$ cat config.mk
export PLATFORM = sky130hd
export DESIGN_NAME = cbpa_pipe
export DESIGN_NICKNAME = d
export VERILOG_FILES = /design/src/rtl/cbpa_pipe.sv
export SDC_FILE = /design/constraint.sdc
export NUM_CORES = 1
export LEC_CHECK = 0
export ABC_CLOCK_PERIOD_IN_PS = 2510
export CORE_UTILIZATION = 50
export DETAILED_ROUTE_END_ITERATION = 6
export GPL_TIMING_DRIVEN = 0
export PLACE_DENSITY = 0.79
export SLEW_MARGIN = 20
export SYNTH_ARGS = -nofsm -noshare
export SYNTH_HDL_FRONTEND = slang
export SYNTH_SLANG_ARGS = --single-unit
$ cat constraint.sdc
create_clock -name clk -period 2.51 [get_ports clk]
set_input_delay 0.251 -clock clk [delete_from_list [all_inputs] [get_ports clk]]
set_output_delay 0.251 -clock clk [all_outputs]
set_load 0.03 [all_outputs]
$ cat src/rtl/cbpa_pipe.sv
// Pipelined carry-bypass adder/subtractor: one BLK-bit ripple block per stage,
// operands skewed in, sum/mask slices deskewed out, whole pipe stalls on back-pressure.

module cbpa_blk #(
  parameter int BLK = 8
) (
  input  logic [BLK-1:0] a,
  input  logic [BLK-1:0] b,
  input  logic           ci,
  output logic [BLK-1:0] s,
  output logic           co,
  output logic           p
);
  logic rc;

  assign {rc, s} = {1'b0, a} + {1'b0, b} + {{BLK{1'b0}}, ci};
  assign p       = &(a ^ b);
  // When every bit propagates, the block carry-out is simply its carry-in.
  assign co      = p ? ci : rc;
endmodule

module cbpa_pipe #(
  parameter int N   = 32,
  parameter int BLK = 8
) (
  input  logic               clk,
  input  logic               rst,
  input  logic               in_valid,
  output logic               in_ready,
  input  logic [N-1:0]       R,
  input  logic [N-1:0]       T,
  input  logic               cin,
  input  logic               sub,
  output logic               out_valid,
  input  logic               out_ready,
  output logic [N-1:0]       sum,
  output logic               cout,
  output logic               OF,
  output logic [N/BLK-1:0]   bypass_mask
);
  localparam int STAGES = N / BLK;
  // Triangular packing: stage k keeps (k+1) sum slices and mask bits,
  // and (STAGES-1-k) operand slices still waiting for their block.
  localparam int SW  = BLK * STAGES * (STAGES + 1) / 2;
  localparam int MW  = STAGES * (STAGES + 1) / 2;
  localparam int AW0 = BLK * STAGES * (STAGES - 1) / 2;
  localparam int AW  = (AW0 > 0) ? AW0 : 1;

  logic              en, vld_in, ce, of_q, of_d;
  logic [N-1:0]      be;
  logic [STAGES:1]   vld_pipe, vld_d;
  logic [STAGES-1:0] c_q, c_d;
  logic [SW-1:0]     s_tri, s_tri_d;
  logic [MW-1:0]     m_tri, m_tri_d;
  logic [AW-1:0]     a_tri, a_tri_d, b_tri, b_tri_d;

  assign out_valid = vld_pipe[STAGES];
  assign in_ready  = ~(out_valid & ~out_ready);
  assign en        = in_ready;
  assign vld_in    = in_valid & in_ready;
  assign be        = sub ? ~T : T;
  assign ce        = sub | cin;

  for (genvar k = 0; k < STAGES; k++) begin : g_stg
    localparam int RW = (STAGES - k) * BLK;
    localparam int SO = BLK * k * (k + 1) / 2;
    localparam int MO = k * (k + 1) / 2;
    localparam int AO = BLK * (k * (STAGES - 1) - k * (k - 1) / 2);
    logic [RW-1:0]  a_in, b_in;
    logic [BLK-1:0] s;
    logic           ci, co, p;

    if (k == 0) begin : g_head
      assign a_in               = R;
      assign b_in               = be;
      assign ci                 = ce;
      assign vld_d[1]           = vld_in;
      assign s_tri_d[SO +: BLK] = s;
      assign m_tri_d[MO]        = p;
    end else begin : g_body
      localparam int SOP = BLK * (k - 1) * k / 2;
      localparam int MOP = (k - 1) * k / 2;
      localparam int AOP = BLK * ((k - 1) * (STAGES - 1) - (k - 1) * (k - 2) / 2);
      assign a_in                       = a_tri[AOP +: RW];
      assign b_in                       = b_tri[AOP +: RW];
      assign ci                         = c_q[k-1];
      assign vld_d[k+1]                 = vld_pipe[k];
      assign s_tri_d[SO +: (k+1)*BLK]   = {s, s_tri[SOP +: k*BLK]};
      assign m_tri_d[MO +: k+1]         = {p, m_tri[MOP +: k]};
    end

    if (k < STAGES - 1) begin : g_fwd
      assign a_tri_d[AO +: RW-BLK] = a_in[RW-1:BLK];
      assign b_tri_d[AO +: RW-BLK] = b_in[RW-1:BLK];
    end else begin : g_tail
      // Last block holds the MSB, so overflow is resolved here.
      assign of_d = (a_in[BLK-1] ~^ b_in[BLK-1]) & (s[BLK-1] ^ a_in[BLK-1]);
    end

    assign c_d[k] = co;

    cbpa_blk #(.BLK(BLK)) u_blk (
      .a  (a_in[BLK-1:0]),
      .b  (b_in[BLK-1:0]),
      .ci (ci),
      .s  (s),
      .co (co),
      .p  (p)
    );
  end

  if (AW0 == 0) begin : g_noskew
    assign a_tri_d = '0;
    assign b_tri_d = '0;
  end

  always_ff @(posedge clk) begin
    if (rst) begin
      vld_pipe <= '0;
      c_q      <= '0;
      s_tri    <= '0;
      m_tri    <= '0;
      a_tri    <= '0;
      b_tri    <= '0;
      of_q     <= 1'b0;
    end else if (en) begin
      vld_pipe <= vld_d;
      c_q      <= c_d;
      s_tri    <= s_tri_d;
      m_tri    <= m_tri_d;
      a_tri    <= a_tri_d;
      b_tri    <= b_tri_d;
      of_q     <= of_d;
    end
  end

  assign sum         = s_tri[SW-N +: N];
  assign cout        = c_q[STAGES-1];
  assign OF          = of_q;
  assign bypass_mask = m_tri[MW-STAGES +: STAGES];
endmodule
## Word-level counts from Yosys, hierarchy flattened

Index checks and enable logic that the tools add are counted.

- Mux-type cells: 5
- Divide/modulo/power cells: 0
- Shift operators: 0
- Equality and inequality tests: 0
- Reductions and logical operators: 4
- Add/sub/neg operators: 8
- Bitwise operators: 13
- Order comparisons: 0
- Multipliers: 0

Operator list:

| cell | number |
|---|---|
| 8-bit by 8-bit adder with 9-bit output | 4 |
| 9-bit by 1-bit adder with 9-bit output | 4 |
| 32-bit two-way mux | 1 |
| 32-bit inverter | 1 |
| 8-bit AND reduction | 4 |
| 8-bit XOR | 4 |
| 1-bit two-way mux | 4 |
| 1-bit bitwise AND | 3 |
| 1-bit inverter | 2 |
| 1-bit bitwise OR | 1 |
| 1-bit bitwise XNOR | 1 |
| 1-bit XOR | 1 |

- ROM bits: 0
- Memories: 0
- Bits of input ports: 70
- Latch bits: 0
- Register bits: 195
- Logic and storage cells: 37
- RAM bits: 0

## Logic depth before layout (Yosys ltp)

Gate-level depths: netlist of the first run.

- Word-level depth: 5
- Gate-level depth with buffers: 11
- Depth with buffers taken out: 9

## By module

Synthesis of the first run repeated with hierarchy kept, for this count alone.

- Cells, all modules: 1,129
- Area total of the unflattened synthesis: 9,285.2 sq um

Modules (own cells, without submodules):

| module | instances | area an instance (sq um) | cells an instance | seq. area each (sq um) |
|---|---|---|---|---|
| cbpa_pipe | 1 | 7,503.4 | 897 | 3,903.7 |
| cbpa_blk (g_stg[2].u_blk ...) | 2 | 437.9 | 58 | 0.0 |
| cbpa_blk (g_stg[0].u_blk) | 1 | 455.4 | 58 | 0.0 |
| cbpa_blk (g_stg[1].u_blk) | 1 | 450.4 | 58 | 0.0 |

## Worst setup path before layout of the first run

OpenSTA, ideal clock, no wires.

- Kind: input-to-reg
- Start: in sub
- End: reg c_q[0]
- Setup time: 91 ps
- Data required time: 2,419 ps
- Arrival time: 2,519 ps
- Path buffers: 2
- Setup slack: -100 ps
- Stages on the path: 11
- Path through: clkbuf_1 buf_2 xor2_1 inv_1 fa_1 fa_1 nor2b_1 o21ai_0 a31oi_1 a2111oi_0 a311oi_1

- Word-level cells in the longest chain between the ends: 4
- Elaborated cells on any way between the ends: 7
- Classes of those cells: add/sub (2); mux (2); bitwise (2); reduce/logical (1)

Ends and longest elaborated chain:

| item | RTL line | RTL |
|---|---|---|
| start: declaration | 33 | `input logic sub,` |
| 32-bit two-way mux | 61 | `assign be = sub ? ~T : T;` |
| 8-bit by 8-bit adder with 9-bit output or 8-bit XOR (tied branches) | 16, 17 |  |
| 9-bit by 1-bit adder with 9-bit output or 8-bit AND reduction (tied branches) | 16, 17 |  |
| 1-bit two-way mux * | 19 | `assign co = p ? ci : rc;` |
| end signal: assignment | 120 | `c_q <= '0;` |
| end signal: assignment | 128 | `c_q <= c_d;` |
| end: declaration | 52 | `logic [STAGES-1:0] c_q, c_d;` |

Mark *: on every way between the ends. The rest lies on a longest branch, timed or not.
A chain may end at the register's enable or synchronous reset.

## Final worst setup path of the first run

- Start: in T[0]
- End: reg c_q[0]

- Word-level cells in the longest chain between the ends: 5
- Elaborated cells on any way between the ends: 7
- Classes of those cells: add/sub (2); mux (2); bitwise (2); reduce/logical (1)

Ends and longest elaborated chain:

| item | RTL line | RTL |
|---|---|---|
| start: declaration | 31 | `input logic [N-1:0] T,` |
| 32-bit inverter | 61 |  |
| 32-bit two-way mux * | 61 |  |
| 8-bit by 8-bit adder with 9-bit output or 8-bit XOR (tied branches) | 16, 17 |  |
| 9-bit by 1-bit adder with 9-bit output or 8-bit AND reduction (tied branches) | 16, 17 |  |
| 1-bit two-way mux * | 19 |  |

Marked as above.

==> impl_metrics.toml, run 1 <==
[worst_setup_path]
path_max_fanout = 3
worst_setup_path_end_kind = "flop"
crit_type = "input port to flop"
rr_endpoint = "c_q[1]$_SDFFE_PP0N_"
critPathArrivalTime_ns = 2.70
r2r-start = "a_tri[0]$_SDFFE_PP0N_"
crit_path_max_incr_delay_ns = 0.48
number_of_cell_instances_on_the_worst_register_to_register_path = 9
crit_path_start_kind = "input port"
path_cells = "clkdlybuf4s50_1 > xor2_1 > inv_1 > fa_1 > fa_1 > nor2b_1 > o21ai_0 > a31oi_1 > a2111oi_0 > a311oi_1"
cp_slowest_cell = "sky130_fd_sc_hd__clkdlybuf4s50_1"
setup.reg_to_reg.worst_slack_ns = 0.19
library_cell_appearing_most_often_on_the_critical_path = "sky130_fd_sc_hd__fa_1"
timing.critical_path.required_ns = 2.85

[clock_tree]
clockBufferDepth = 2
cts_setup_buffers = 0
clock_buffer_count_from_cts = 17
cts_sinks = 195
clk_root_buffer_cell = "sky130_fd_sc_hd__clkbuf_16"
cts_tree = "done"
cts.htree.levels = 4
clock_latency_on_the_worst_skew_pair_ns = 0.44
cts.reportedPaths.clkPinSlew_ns = 0.07

[synth]
postSynth.asyncResetShare = 0
synthesis.area_per_instance_sq_um = 8.151
netlist_instances = 1061
ys_warn_count = 0
netlist_area_before_placement_sq_mm = 0.008648
cell_variety_after_synth = 46
ys_dominant_reg_cell = "sky130_fd_sc_hd__dfxtp_1"
flip_flop_and_latch_count_after_synthesis = 195
seq_area_frac_synth = 0.4514
syn-num-nets = 1171
synth_enable_flop_cells = 0

[sta]
slew_of_the_pin_with_the_lowest_slew_margin_ns = 0.7894
maxClockFrequency_mhz = 423.5
grt_setup_unrepaired = "false"
skew_ns = 0.01012
final_min_period_over_clock_period = 0.9407
timing.hold.ws_ns = 0.2782
setup_viol = 0
final_max_slew_viol_count = 0
period_needed_ns = 2.361
worst_slew_margin_rel = 0.4737
timing_hold_violations_final = 0

[global_route]
antenna_found_initial = 0
vias_in_the_first_global_route = 7183
grt_util_all_layers = 0.2598
gr-total-overflow = 0
grt_pass1_wl_um = 36160
grt_start_max_net_pins = 18

[detailed_routing]
totalWireLength_um = 22250
drt-pass1-iter-count = 5
dr.first_iter.drc_count = 578
drt-wirelength-per-cell_um = 15.67
detail_route.drc_violations = 0
total_via_count_after_detailed_routing = 7661
antenna_violating_nets_post_route = 0
vias_cell = 5.395

[power]
vdd_ir_drop_max_mv = 0.5207
swShare = 0.2652
comb_power_share = 0.130
power.density_mw_per_mm2 = 649.1
internal-power_mw = 5.040
static_leakage_power_nw = 4.104
flop_pwr_share = 0.497
power.clock.fraction = 0.373
switchingPower_mw = 1.819

[cells_and_area]
num_antenna_cells = 0
final_net_count = 1297
finalCoreUtilization = 0.6305
n_fill_cell = 1482
fraction_of_layout_cells_with_a_size_suffix_above_1 = 0.07833
flow.area_growth_from_synthesis_pct = 22.19

[floorplanning]
die-width_um = 133.5
design.die.area_sq_mm = 0.01783
die_h_um = 133.5
floorplan.rows = 47
floorplan.io_pins = 110
initial_utilization = 0.5160
core_area_sq_mm = 0.01676

[hold_path]
startpoint_of_the_tightest_hold_check_path = "sub"
timing.hold.worst.class = "input port to flop"
timing.hold.worst_path_depth = 3
hold_endpoint = "b_tri[1]$_SDFFE_PP0N_"

[run]
cap_viol_max_count = 0

[placed_design]
placement.io_buffers = 108
place.detailed.hpwl_um = 16560
gpl.final_weighted_congestion = 0.9331

[outcome]
status = "complete, no violations"
[how the worst max path moves through the flow]
stage                               start                   to  slack, ns  cells after the start
finish                               T[0]  c_q[0]$_SDFFE_PP0N_       0.15                     10
detailed placement              out_ready             in_ready      -0.46                      7
CTS                                  T[0]  c_q[0]$_SDFFE_PP0N_       0.13                     10
global placement                out_ready             in_ready      -0.43                      7
floorplan                             sub  c_q[0]$_SDFFE_PP0N_       0.09                     11
global route        a_tri[0]$_SDFFE_PP0N_  c_q[1]$_SDFFE_PP0N_       0.01                      9
[critical path: cells and delay by family]
family / cells / cell delay (ns)
buffers and inverters: 2 / 0.56
and+or+nand+nor: 1 / 0.15
xor gates and xnor gates: 1 / 0.20
adders and majority gates: 2 / 0.85
AOI/OAI and AO/OA: 4 / 0.69
[timing repair]
item / in CTS / in global routing
setup endpoints to repair: 1 / 1
hold buffers: 0 / 0
gates resized for setup: 2 / 1
[through the flow]
stage | setup TNS, ns | power [mW] | instances | setup slack [ns] | instance area (sq um)
global placement | -0.8326 | 4.325 | 1389 | -0.4306 | 10010
global route | 0 | 7.109 | 1420 | 0.01100 | 10570
finish | 0 | 6.859 | 1420 | 0.1488 | 10570
CTS | 0 | 6.857 | 1420 | 0.1290 | 10570
detailed placement | -1.054 | 4.350 | 1389 | -0.4567 | 10010
floorplan | 0 | 4.008 | 1061 | 0.09083 | 8656
[Yosys cell counts, types with 3 or more instances]
cell	number	area, sq um
sky130_fd_sc_hd__nor3_1	6	30.03
sky130_fd_sc_hd__nand2_1	287	1077
sky130_fd_sc_hd__nand4_1	12	75.07
sky130_fd_sc_hd__or3_1	5	31.28
sky130_fd_sc_hd__dfxtp_1	195	3904
sky130_fd_sc_hd__nor2b_1	5	31.28
sky130_fd_sc_hd__o21ai_0	16	80.08
sky130_fd_sc_hd__inv_1	27	101.4
sky130_fd_sc_hd__xor2_1	9	78.83
sky130_fd_sc_hd__nand3_1	7	35.03
sky130_fd_sc_hd__o21a_1	6	45.04
sky130_fd_sc_hd__or4_1	7	52.55
sky130_fd_sc_hd__clkbuf_1	43	161.4
sky130_fd_sc_hd__xnor2_1	29	254.0
sky130_fd_sc_hd__o22ai_1	3	18.77
sky130_fd_sc_hd__nand4b_1	4	35.03
sky130_fd_sc_hd__a21oi_1	156	780.8
sky130_fd_sc_hd__buf_1	7	26.28
sky130_fd_sc_hd__o31a_1	4	35.03
sky130_fd_sc_hd__ha_1	32	400.4
sky130_fd_sc_hd__o311ai_0	3	26.28
sky130_fd_sc_hd__a32oi_1	3	26.28
sky130_fd_sc_hd__nor2_1	52	195.2
sky130_fd_sc_hd__a211oi_1	39	292.8
sky130_fd_sc_hd__a2111oi_0	7	61.31
sky130_fd_sc_hd__buf_2	19	95.09
sky130_fd_sc_hd__nor4_1	4	25.02
sky130_fd_sc_hd__a21o_1	5	37.54
sky130_fd_sc_hd__buf_4	36	270.3
sky130_fd_sc_hd__fa_1	8	160.2
[power groups by stage]
| stage | Combinational [mW] | Sequential (mW) | Clock (mW) |
|---|---|---|---|
| 2_1_floorplan | 0.572 | 3.44 | 0 |
| 3_5_place_dp | 0.873 | 3.48 | 0 |
| 3_3_place_gp | 0.853 | 3.47 | 0 |
| 6_report | 0.890 | 3.41 | 2.56 |
| 5_1_grt | 0.979 | 3.43 | 2.70 |
| 4_1_cts | 0.881 | 3.41 | 2.57 |
[logic make-up after synthesis]
family	synth area share
xor+xnor	0.03848
flops	0.4514
buf+inv	0.07610
fa+ha+maj	0.06481
compound gates	0.1816
mux	0.001157
simple gates	0.1865
[per-layer routing]
metal | wire length, um | GRT usage
met5 | 0 | 0
met1 | 9835 | 0.3427
met3 | 1576 | 0.04642
met4 | 521 | 0.09533
met2 | 10320 | 0.4251
[flip-flops by register name, indices dropped and copies added, names as in the netlist]
register	count
OF	1
b_tri	48
m_tri	10
a_tri	48
c_q	4
s_tri	80
vld_pipe	4
[area by class of cell]
cell class / count / area [sq um] / area share
plain buffers: 104 / 558.0 / 0.05281
clock buffers: 20 / 456.7 / 0.04322
clock inverters: 12 / 101.3 / 0.009590
inverters: 28 / 105.1 / 0.009946
multi-input cells: 733 / 4088 / 0.3868
flip-flops and latches: 195 / 3904 / 0.3694
well taps: 220 / 275.3 / 0.02605
repair buffers: 108 / 1080 / 0.1022
[cell usage in the layout (no fill, tap or decap), types with 3 or more instances in the layout]
cell type,count
sky130_fd_sc_hd__a2111oi_0,6
sky130_fd_sc_hd__a211oi_1,39
sky130_fd_sc_hd__a21o_1,5
sky130_fd_sc_hd__a21oi_1,156
sky130_fd_sc_hd__a32oi_1,3
sky130_fd_sc_hd__buf_1,7
sky130_fd_sc_hd__buf_2,18
sky130_fd_sc_hd__buf_4,36
sky130_fd_sc_hd__clkbuf_1,41
sky130_fd_sc_hd__clkbuf_16,17
sky130_fd_sc_hd__clkdlybuf4s50_1,107
sky130_fd_sc_hd__clkinvlp_4,6
sky130_fd_sc_hd__dfxtp_1,195
sky130_fd_sc_hd__fa_1,8
sky130_fd_sc_hd__ha_1,32
sky130_fd_sc_hd__inv_1,27
sky130_fd_sc_hd__nand2_1,287
sky130_fd_sc_hd__nand3_1,7
sky130_fd_sc_hd__nand4_1,12
sky130_fd_sc_hd__nand4b_1,4
sky130_fd_sc_hd__nor2_1,52
sky130_fd_sc_hd__nor2b_1,5
sky130_fd_sc_hd__nor3_1,6
sky130_fd_sc_hd__nor4_1,4
sky130_fd_sc_hd__o21a_1,6
sky130_fd_sc_hd__o21ai_0,16
sky130_fd_sc_hd__o22ai_1,3
sky130_fd_sc_hd__o311ai_0,3
sky130_fd_sc_hd__o31a_1,4
sky130_fd_sc_hd__or3_1,5
sky130_fd_sc_hd__or4_1,7
sky130_fd_sc_hd__xnor2_1,29
sky130_fd_sc_hd__xor2_1,9
Power figures use the tool's default switching activity.
==> run 2, diff against run 1 <==
Settings changed: DONT_BUFFER_PORTS set to 1, PLACE_DENSITY 0.79 to 0.71.
==> run 2 against run 1 <==
  * Global-route usage hardly changed
  * Clock-buffer cell count grew 1
  * Clock power grew 9.0%
  * Combinational power down 13%
  * Non-clock buffer count fell by 82
  * Final area shrank 7.2%
  * Critical path type is now flop to flop
  * Largest power group unchanged
  * Highest routed layer unchanged
==> impl_metrics.toml, run 2 (synthesis results as in run 1) <==
[clock_tree]
clock_buffer_count_from_cts = 17
clk_root_buffer_cell = "sky130_fd_sc_hd__clkbuf_16"
clock_latency_on_the_worst_skew_pair_ns = 0.44
clockBufferDepth = 2
cts.htree.levels = 4
cts_sinks = 195
cts_tree = "done"
cts.reportedPaths.clkPinSlew_ns = 0.07

[sta]
period_needed_ns = 2.377
tns_ns = 0
setup_viol = 0
worst_slew_margin_rel = 0.5354
slew_of_the_pin_with_the_lowest_slew_margin_ns = 0.6943
final_max_slew_viol_count = 0
maxClockFrequency_mhz = 420.6
grt_setup_unrepaired = "false"
timing_hold_violations_final = 0
timing.hold.ws_ns = 0.003030
final_min_period_over_clock_period = 0.9472
skew_ns = 0.009752

[cells_and_area]
finalCoreUtilization = 0.5853
final_net_count = 1215
multiInputGateArea_sq_mm = 0.004094
num_antenna_cells = 0
final_common_cell = "sky130_fd_sc_hd__nand2_1"
finalNonFillerCells = 1338
flow.area_growth_from_synthesis_pct = 13.43
fraction_of_layout_cells_with_a_size_suffix_above_1 = 0.08766
most_used_cells_in_the_layout_excluding_fill_and_tap_cells = "sky130_fd_sc_hd__nand2_1 (287), sky130_fd_sc_hd__dfxtp_1 (195), sky130_fd_sc_hd__a21oi_1 (156)"
postLayoutCellArea_sq_mm = 0.009809
largestRegisters = "s_tri: 80 flops, a_tri: 48 flops, b_tri: 48 flops"
area.sequential_sq_mm = 0.003904
largest-register = "s_tri"
largest_reg_flops = 80
n_fill_cell = 1566

[detailed_routing]
drt-wirelength-per-cell_um = 16.67
total_via_count_after_detailed_routing = 7282
detail_route.drc_violations = 0
antenna_violating_nets_post_route = 0
dr.first_iter.drc_count = 497
vias_cell = 5.442
totalWireLength_um = 22310
drt-pass1-iter-count = 5

[global_route]
antenna_found_initial = 0
gr-total-overflow = 0
vias_in_the_first_global_route = 6630
grt_pass1_wl_um = 35550
grt_start_max_net_pins = 17
grt_util_all_layers = 0.2597

[worst_setup_path]
path_max_fanout = 14
crit_path_max_incr_delay_ns = 0.49
crit_type = "flop to flop"
cp_slowest_cell = "sky130_fd_sc_hd__clkbuf_1"
worst_setup_path_end_kind = "flop"
critPathArrivalTime_ns = 2.74
path_cells = "nor2b_1 > buf_2 > inv_2 > clkbuf_1 > clkbuf_1 > nand2_1 > a21oi_1"
library_cell_appearing_most_often_on_the_critical_path = "sky130_fd_sc_hd__clkbuf_1"
crit_path_start_kind = "flop"
timing.critical_path.required_ns = 2.87

[power]
static_leakage_power_nw = 3.852
power.density_mw_per_mm2 = 711.4
vdd_ir_drop_max_mv = 0.5318

[placed_design]
gpl.final_weighted_congestion = 0.9207
dp_cells = 1281
place.detailed.hpwl_um = 16150
placement.io_buffers = 0
placedInstanceArea_sq_mm = 0.008931

[hold_path]
timing.hold.worst.class = "input port to flop"

[outcome]
status = "complete, no violations"

[floorplanning]
floorplan.io_pins = 110
die_h_um = 133.5
die-width_um = 133.5
initial_utilization = 0.5160
core_area_sq_mm = 0.01676
design.die.area_sq_mm = 0.01783
floorplan.rows = 47

[run]
cap_viol_max_count = 0
-- run 2: area by class of cell --
class,count,area share
repair buffers,26,0.02653
clock buffers,21,0.04898
well taps,220,0.02806
plain buffers,104,0.05753
flip-flops and latches,195,0.3980
multi-input cells,733,0.4173
clock inverters,11,0.01288
inverters,28,0.01071
-- run 2: where the power goes --
group          internal (mW)  leakage, nW  switching [mW]
Sequential              3.29         1.60           0.126
Combinational          0.320         1.96           0.451
Clock                   1.58        0.288            1.22
-- run 2: routing by layer --
layer	part of all wire	global-route usage	vias to the layer above
li1	-	-	3653
met1	0.46	0.3452	3370
met2	0.45	0.4167	234
met3	0.075	0.06507	25
met4	0.014	0.07576	0
met5	0	0	-
-- run 2: metrics by stage --
stage	worst slack (ns)	power (mW)
6_report	0.1325	6.979
5_1_grt	0.002193	7.231
4_1_cts	0.1227	6.974
3_5_place_dp	-0.2644	4.198
3_3_place_gp	-0.2035	4.183
2_1_floorplan	0.09083	4.008
-- run 2: final timing paths --
| path | startpoint | end | slack, ns | cells past startpoint |
|---|---|---|---|---|
| setup reg to reg | vld_pipe[4]$_SDFFE_PP0N_ | s_tri[44]$_SDFFE_PP0N_ | 0.13 | 7 |
| hold reg to reg | s_tri[69]$_SDFFE_PP0N_ | s_tri[69]$_SDFFE_PP0N_ | 0.45 | 2 |
| hold / removal | T[20] | b_tri[12]$_SDFFE_PP0N_ | 0.003 | 2 |
| setup / recovery | vld_pipe[4]$_SDFFE_PP0N_ | s_tri[44]$_SDFFE_PP0N_ | 0.13 | 7 |
-- run 2: what timing repair did --
action                                 CTS  global route
setup buffers                            0             0
pin swaps                                0             0
endpoints found under the hold margin   26             0
setup endpoints to repair                1             9
hold buffers                            26             0
resized for setup                        1             6
-- run 2: critical path, delay by kind of cell (launching register included) --
| family | cells | cell delay (ns) |
|---|---|---|
| DFF | 1 | 0.41 |
| AOI/OAI and AO/OA | 1 | 0.16 |
| and+or+nand+nor | 2 | 0.32 |
| buffers and inverters | 4 | 1.41 |
